[src/rtl/otter_arb_pkg.sv]
// Shared types and constants for the OTTER unified-memory arbiter.
// Requester ids, arbiter FSM states, the in-flight tag record and the
// memory access size encodings all live here.
package otter_arb_pkg;

  // Which requester issued a memory command.
  typedef enum logic {
    ARB_IF = 1'b0,
    ARB_DM = 1'b1
  } arb_id_t;

  // Arbiter scheduling state (only used when fairness is built in).
  typedef enum logic {
    ARB_NORMAL     = 1'b0,
    ARB_FETCH_PRIO = 1'b1
  } arb_state_t;

  // One slot of the read-tag pipeline.
  typedef struct packed {
    logic    valid;
    arb_id_t id;
  } arb_tag_t;

  // Access size encodings on dm_size / mem_size.
  localparam logic [1:0] MEM_BYTE = 2'd0;
  localparam logic [1:0] MEM_HALF = 2'd1;
  localparam logic [1:0] MEM_WORD = 2'd2;

  localparam arb_tag_t TAG_NONE = '{valid: 1'b0, id: ARB_IF};

  // True for the three size codes the memory understands.
  function automatic logic size_is_legal(input logic [1:0] size);
    return (size == MEM_BYTE) || (size == MEM_HALF) || (size == MEM_WORD);
  endfunction

  // Drop a tag if it belongs to fetch and a fetch flush is active.
  function automatic arb_tag_t kill_fetch(input arb_tag_t t, input logic flush);
    arb_tag_t r;
    r = t;
    if (flush && (t.id == ARB_IF)) begin
      r.valid = 1'b0;
    end
    return r;
  endfunction

endpackage

[src/rtl/arb_tag_pipe.sv]
// MEM_LAT-deep shift register of read tags {valid, id}.
// Stage 0 is loaded on every cycle (valid only for read grants); the last
// stage identifies the owner of the data on mem_rdata this cycle.
// A fetch flush clears every fetch tag, including the one leaving the
// final stage in the same cycle, so no stale instruction is delivered.
module arb_tag_pipe
  import otter_arb_pkg::*;
#(
  parameter int MEM_LAT = 1
) (
  input  logic CLK,
  input  logic RESET_N,
  input  logic load_valid,
  input  logic load_id,
  input  logic flush_if,
  output logic tail_valid,
  output logic tail_id
);

  arb_tag_t stage [MEM_LAT];
  arb_tag_t load_tag;
  arb_tag_t tail_tag;

  assign load_tag = '{valid: load_valid, id: arb_id_t'(load_id)};

  // Shift tags one stage per cycle, removing fetch tags on a flush.
  always_ff @(posedge CLK or negedge RESET_N) begin
    if (!RESET_N) begin
      for (int i = 0; i < MEM_LAT; i++) begin
        stage[i] <= TAG_NONE;
      end
    end else begin
      stage[0] <= kill_fetch(load_tag, flush_if);
      for (int i = 1; i < MEM_LAT; i++) begin
        stage[i] <= kill_fetch(stage[i-1], flush_if);
      end
    end
  end

  assign tail_tag   = kill_fetch(stage[MEM_LAT-1], flush_if);
  // Responses are suppressed while reset is held.
  assign tail_valid = RESET_N & tail_tag.valid;
  assign tail_id    = tail_tag.id;

endmodule

[src/rtl/otter_mem_arbiter.sv]
// OTTER unified-memory arbiter: shares one memory port between instruction
// fetch and data access, one command per cycle, and routes read responses
// back to their issuer through a tag pipeline.
//
// Handshake: a requester holds *_req (and its address/data) until it sees
// *_gnt high in the same cycle; the command is issued on mem_* in that
// cycle. Read data returns MEM_LAT cycles later with the matching *_rvalid
// high for exactly one cycle. There is no back-pressure on responses.
//
// Build option OTTER_ARB_FAIRNESS_EN: when defined, a starvation counter
// and a FETCH_PRIO state give fetch priority after STARVE_MAX denied
// cycles. When undefined, data always wins and STARVE_MAX is ignored.
// dbg_state / dbg_starve_cnt expose the scheduler (constant 0 without it).
module otter_mem_arbiter
  import otter_arb_pkg::*;
#(
  parameter int MEM_LAT    = 1,
  parameter int STARVE_MAX = 4,
  localparam int CNT_W     = $clog2(STARVE_MAX + 1)
) (
  input  logic             CLK,
  input  logic             RESET_N,
  // fetch requester
  input  logic             if_req,
  input  logic [31:0]      if_addr,
  input  logic             if_flush,
  output logic             if_gnt,
  output logic             if_rvalid,
  output logic [31:0]      if_rdata,
  // data requester
  input  logic             dm_req,
  input  logic             dm_we,
  input  logic [31:0]      dm_addr,
  input  logic [31:0]      dm_wdata,
  input  logic [1:0]       dm_size,
  input  logic             dm_sign,
  output logic             dm_gnt,
  output logic             dm_rvalid,
  output logic [31:0]      dm_rdata,
  // memory port
  output logic             mem_en,
  output logic             mem_we,
  output logic [31:0]      mem_addr,
  output logic [31:0]      mem_wdata,
  output logic [1:0]       mem_size,
  output logic             mem_sign,
  input  logic [31:0]      mem_rdata,
  // scheduler observation
  output logic             dbg_state,
  output logic [CNT_W-1:0] dbg_starve_cnt
);

  localparam logic ST_NORMAL     = 1'(ARB_NORMAL);
  localparam logic ST_FETCH_PRIO = 1'(ARB_FETCH_PRIO);

  logic             state;
  logic [CNT_W-1:0] starve_cnt;
  logic             fetch_prio;
  logic             if_ok;
  logic             rd_grant;
  logic             tail_valid;
  logic             tail_id;

  // A fetch can only be considered when not flushed and out of reset.
  assign if_ok = RESET_N & if_req & ~if_flush;

`ifdef OTTER_ARB_FAIRNESS_EN
  localparam logic [CNT_W-1:0] CNT_MAX = CNT_W'(STARVE_MAX);

  // Count denied fetch cycles and switch to fetch priority when starved.
  always_ff @(posedge CLK or negedge RESET_N) begin
    if (!RESET_N) begin
      state      <= ST_NORMAL;
      starve_cnt <= '0;
    end else begin
      if (if_gnt) begin
        starve_cnt <= '0;
      end else if (if_req && !if_flush && (starve_cnt != CNT_MAX)) begin
        starve_cnt <= starve_cnt + 1'b1;
      end
      case (state)
        ST_NORMAL: begin
          if (starve_cnt == CNT_MAX) begin
            state <= ST_FETCH_PRIO;
          end
        end
        default: begin
          if (if_gnt) begin
            state <= ST_NORMAL;
          end
        end
      endcase
    end
  end

  assign fetch_prio = (state == ST_FETCH_PRIO);
`else
  assign state      = ST_NORMAL;
  assign starve_cnt = '0;
  assign fetch_prio = 1'b0;
`endif

  assign dbg_state      = state;
  assign dbg_starve_cnt = starve_cnt;

  // Same-cycle grants; data wins unless fetch has been starved.
  assign if_gnt = fetch_prio ? if_ok : (if_ok & ~dm_req);
  assign dm_gnt = RESET_N & dm_req & ~(fetch_prio & if_ok);
  assign mem_en = if_gnt | dm_gnt;

  // Drive the memory command from whichever requester holds the grant.
  always_comb begin
    mem_we    = 1'b0;
    mem_addr  = '0;
    mem_wdata = '0;
    mem_size  = '0;
    mem_sign  = 1'b0;
    if (if_gnt) begin
      mem_addr = if_addr;
      mem_size = MEM_WORD;
    end else if (dm_gnt) begin
      mem_we    = dm_we;
      mem_addr  = dm_addr;
      mem_wdata = dm_wdata;
      mem_size  = dm_size;
      mem_sign  = dm_sign;
    end
  end

  // Only reads produce a response; stores enter the pipe as bubbles.
  assign rd_grant = if_gnt | (dm_gnt & ~dm_we);

  arb_tag_pipe #(
    .MEM_LAT (MEM_LAT)
  ) u_tag_pipe (
    .CLK        (CLK),
    .RESET_N    (RESET_N),
    .load_valid (rd_grant),
    .load_id    (if_gnt ? 1'(ARB_IF) : 1'(ARB_DM)),
    .flush_if   (if_flush),
    .tail_valid (tail_valid),
    .tail_id    (tail_id)
  );

  // Steer the response to its owner; data is shared and qualified by rvalid.
  assign if_rvalid = tail_valid & (tail_id == 1'(ARB_IF));
  assign dm_rvalid = tail_valid & (tail_id == 1'(ARB_DM));
  assign if_rdata  = mem_rdata;
  assign dm_rdata  = mem_rdata;

endmodule
[config.mk]
export PLATFORM = sky130hd
export DESIGN_NAME = otter_mem_arbiter
export DESIGN_NICKNAME = d
export VERILOG_FILES = /design/src/rtl/otter_arb_pkg.sv /design/src/rtl/arb_tag_pipe.sv /design/src/rtl/otter_mem_arbiter.sv
export SDC_FILE = /design/constraint.sdc
export NUM_CORES = 1
export LEC_CHECK = 0
export CORE_AREA = 2 2 107 109
export CTS_BUF_LIST = sky130_fd_sc_hd__clkbuf_8
export CTS_CLUSTER_DIAMETER = 60
export DETAILED_ROUTE_END_ITERATION = 8
export DIE_AREA = 0 0 109 111
export GPL_ROUTABILITY_DRIVEN = 0
export PLACE_DENSITY = 0.71
export SLEW_MARGIN = 20
export SYNTH_ARGS = -nofsm -noshare
export SYNTH_HDL_FRONTEND = slang
export SYNTH_SLANG_ARGS = --single-unit
[constraint.sdc]
create_clock -name CLK -period 1.3 [get_ports CLK]
set_clock_uncertainty 0.2 [all_clocks]
set_input_delay 0.195 -clock CLK [delete_from_list [all_inputs] [get_ports CLK]]
set_output_delay 0.195 -clock CLK [all_outputs]
set_load 0.03 [all_outputs]
### Yosys cells after proc, flatten, opt, wreduce, memory -nomap -nowiden

Cells that the tools add are included.

* register bits: 2
* input port bits: 137
* output and inout bits: 141
* word-level logic and storage cells: 31

* muxes and demuxes: 13
* bitwise gates (word level): 14
* reduce and logical (&&, ||, !) cells: 2

Operators by type and width (count)
* 2-to-1 mux 32 bit: 4
* bitwise AND 1 bit: 8
* 2-to-1 mux 1 bit: 7
* 2-to-1 mux 2 bit: 2
* inverter 1 bit: 4
* logical AND 1 bit: 2
* OR 1 bit: 2

### Longest topological paths before layout

* depth in word-level cells: 5
* depth in mapped cells: 4
* depth with buffers taken out: 2

### Hierarchy

From an unflattened synthesis, not the netlist that was laid out.

* cells, all modules: 244
* area, all modules: 1751.7 um2

Modules (own cells, without submodules)
* otter_mem_arbiter: times used 1, cells an instance 237, area an instance 1677.9 um2, sequential area each 0.0 um2
* arb_tag_pipe: times used 1, cells an instance 7, area an instance 73.8 um2, sequential area each 50.0 um2

### Least setup slack after synthesis

Ideal clock, no wire load.

* path kind: input to output
* from: input RESET_N
* to: output if_rvalid
* arrival time: 1.140 ns
* required time: 0.905 ns
* setup slack: -0.235 ns
* cell stages on the path: 3
* buffers on the path: 1
* path through: clkbuf_1 nand2_1 nor3_1

* word-level cells in the longest chain between the ends: 2

Ends and longest elaborated chain
* start, declared: line otter_mem_arbiter.sv:22 `input logic RESET_N,`
* bitwise AND 1 bit: line arb_tag_pipe.sv:42 `assign tail_valid = RESET_N & tail_tag.valid;`
* bitwise AND 1 bit: line otter_mem_arbiter.sv:146 `assign if_rvalid = tail_valid & (tail_id == 1'(ARB_IF));`
* end, declared: line otter_mem_arbiter.sv:28 `output logic if_rvalid,`

No other way between the ends.

### Worst setup path in the final report

* from: input if_flush
* to: output mem_addr[9]

* word-level cells in the longest chain between the ends: 4

Ends and longest elaborated chain
* start, declared: line otter_mem_arbiter.sv:26 `input logic if_flush,`
* inverter 1 bit: line otter_mem_arbiter.sv:65 `assign if_ok = RESET_N & if_req & ~if_flush;`
* bitwise AND 1 bit: line otter_mem_arbiter.sv:65
* bitwise AND 1 bit: line otter_mem_arbiter.sv:107 `assign if_gnt = fetch_prio ? if_ok : (if_ok & ~dm_req);`
* 2-to-1 mux 32 bit: line otter_mem_arbiter.sv:118 `if (if_gnt) begin`
* end, declared: line otter_mem_arbiter.sv:43 `output logic [31:0] mem_addr,`

No other way between the ends.

==> flow_metrics.tcl <==
set metrics [dict create \
    vias 2292 \
    fp.dieH_um 111 \
    p_seq_share_pct 3.8 \
    setup_viol 58 \
    ant_nets 0 \
    p_int_w 0.00108 \
    hp-class "input port to register" \
    grt_usage_pct 15.1 \
    synth_warnings 0 \
    grt_max_degree 39 \
    cts.sinks 2 \
    p_sw_share_pct 38.8 \
    filler_cell_count 1056 \
    setup_slack_ns -0.0913 \
    violations "negative setup slack" \
    maxCapViolCount 0 \
    finalMaxSlewViolations 0 \
    avgSynthCellArea_um2 7.18 \
    synthDistinctLibCells 18 \
    die-area_um2 12100 \
    grt_pass1_vias 2454 \
    synth_top_area_share_pct 30.5 \
    core_area_um2 11100 \
    rsz0062_at_grt "yes" \
    path_buf_inv 3 \
    fin_nets 511 \
    netSwitchingPower_w 0.000684 \
    cp_slowest_cell "nand4bb_4" \
    wl_per_cell_um 21.2 \
    diodes 0 \
    vias_per_cell 4.45 \
    utilization_pct 41.0 \
    cts_inserted_buffers 3 \
    outcome "finished, violations left" \
    crit_chain "buf_12 -> buf_16 -> nand4bb_4 -> a21boi_4 -> buf_6" \
    rows 39 \
    drt-initial-drc-count 52 \
    post-route-drc-count 0 \
    cp-start-kind "input port" \
    ios 278 \
    tritoncts "done" \
    syn_inst 240 \
    cpLargestDelayFamily "buffers and inverters" \
    min_period_ns 1.39 \
    pwr-share-comb_pct 82.5 \
    worstPathArrival_ns 1.00 \
    start_util_pct 15.6 \
    area_growth_pct 163 \
    grt-ovfl-total 0 \
    power.share.clock_pct 13.7 \
    path_max_fanout 5 \
    ir_worst_vdd_v 0.000245 \
    cp_data_required_time_ns 0.90 \
    cpPeakStageDelay_ns 0.23 \
    hold_viol 0 \
    seq_area_frac_synth_pct 2.90 \
    clockBufferDepth 2 \
    routed_wirelength_mm 10.9 \
    place_inst 484 \
    instances_no_fill 515 \
    total_power_w 0.00176 \
    worstSetupPathType "input port to output port" \
    yosys-top-cells-area "buf_4 30%, nand4bb_1 21%, a21boi_1 14%" \
    yosys_register_bits 2 \
    powerDensity_nw_per_um2 388 \
    fin_crit_sh_pct 107 \
    synth_top_area_cell "buf_4" \
    p_leak_nw 2.08 \
    drive_above_1_share_pct 55.4 \
    htree_levels 1 \
    grt_pass1_wl_mm 14.0 \
    numPortBuffers 177 \
    dr.pass1.iters 4 \
    synth_area_um2 1720 \
    dieWidth_um 109 \
    cp-end-kind "output port" \
    clkTransAtPathRegs_ns 0.03 \
    max_freq_ghz 0.719 \
    antenna_found_initial 0 \
    dp_hpwl_mm 6.69 \
    root_buffer "clkbuf_8" \
]
-- logic make-up after synthesis --
family,count (synthesis),synth area share (%)
buf+inv,93,37.1
compound gates,35,15.2
other cells,1,0.217
flops,2,2.90
simple gates,109,44.6
-- cell usage in the layout (no fill, tap or decap), types with 2 or more instances in the layout --
| cell | instances |
|---|---|
| nand4bb_1 | 25 |
| and3_4 | 36 |
| o21a_1 | 3 |
| and2_4 | 2 |
| nand4bb_4 | 7 |
| buf_8 | 4 |
| buf_4 | 7 |
| a21boi_4 | 3 |
| dlygate4sd2_1 | 82 |
| nand2_2 | 6 |
| dlymetal6s2s_1 | 18 |
| nor2b_1 | 2 |
| conb_1 | 4 |
| buf_6 | 64 |
| buf_12 | 26 |
| clkbuf_16 | 7 |
| buf_16 | 10 |
| nand2_1 | 28 |
| a21boi_2 | 29 |
| dfrtp_1 | 2 |
| clkbuf_8 | 3 |
-- final cells by class --
class                           instances  area (um2)  area share, %
Multi-Input combinational cell        148        1510           33.3
Clock buffer                            3        41.3          0.909
Sequential cell                         2        50.0           1.10
Timing Repair Buffer                  219        2760           60.7
Tap cell                              143         179           3.94
-- state kept, by name, indices dropped and copies added (netlist names) --
| name | cells |
|---|---|
| u_tag_pipe.stage | 1 |
| u_tag_pipe.tail_id | 1 |
-- metrics by stage --
stage	TNS [ns]	setup slack, ns	hold slack, ns	cell area [um2]
finish	-2.57	-0.0913	0.157	4540
detailed placement	-21.48	-0.577	0.00303	3370
global placement	-20.68	-0.533	-0.00937	3370
CTS	-4.20	-0.124	0.178	4090
floorplan	-0.837	-0.0310	-0.301	1880
global route	-4.24	-0.138	0.164	4540
-- routing by layer --
layer | GRT usage, % | part of all wire, %
met3 | 2.70 | 8.2
met1 | 16.6 | 36
met2 | 28.9 | 55
met4 | 3.76 | 1.6
met5 | 0 | 0
-- cells in the mapped netlist --
library cell  instances
buf_4                70
and3_1               36
nand2_1              34
a21boi_1             32
nand4bb_1            32
clkbuf_1             13
buf_2                 6
o21a_1                3
and2_1                2
buf_6                 2
dfrtp_1               2
nor2b_1               2
and2_0                1
clkbuf_2              1
clkbuf_4              1
conb_1                1
nor3_1                1
nor3b_4               1
-- final timing paths --
kind	start	depth (start not counted)	slack, ns	endpoint
worst max-delay path	if_flush	5	-0.09	mem_addr[9]
worst min-delay path	RESET_N	3	0.16	u_tag_pipe.tail_id$_DFF_PN0_
max in group asynchronous	RESET_N	3	0.40	u_tag_pipe.tail_id$_DFF_PN0_
min in group asynchronous	RESET_N	3	0.36	u_tag_pipe.stage[1]$_DFF_PN0_
-- power groups by stage --
stage                     clock [W]  combinational, W  sequential [W]
after floorplan                   0          0.000880       0.0000668
after global placement            0           0.00112       0.0000669
after detailed placement          0           0.00112       0.0000671
after CTS                  0.000247           0.00132       0.0000665
after global routing       0.000250           0.00151       0.0000671
final                      0.000242           0.00145       0.0000671
-- repair_timing --
action,4_1_cts,5_1_grt
cloned,10,9
hold buffers,1,0
buffers inserted,3,5
setup endpoints to repair,74,73
gates resized for setup,213,43
pin swaps,95,88
endpoints found under the hold margin,2,0
No activity file was read; power rests on OpenSTA's default activity.
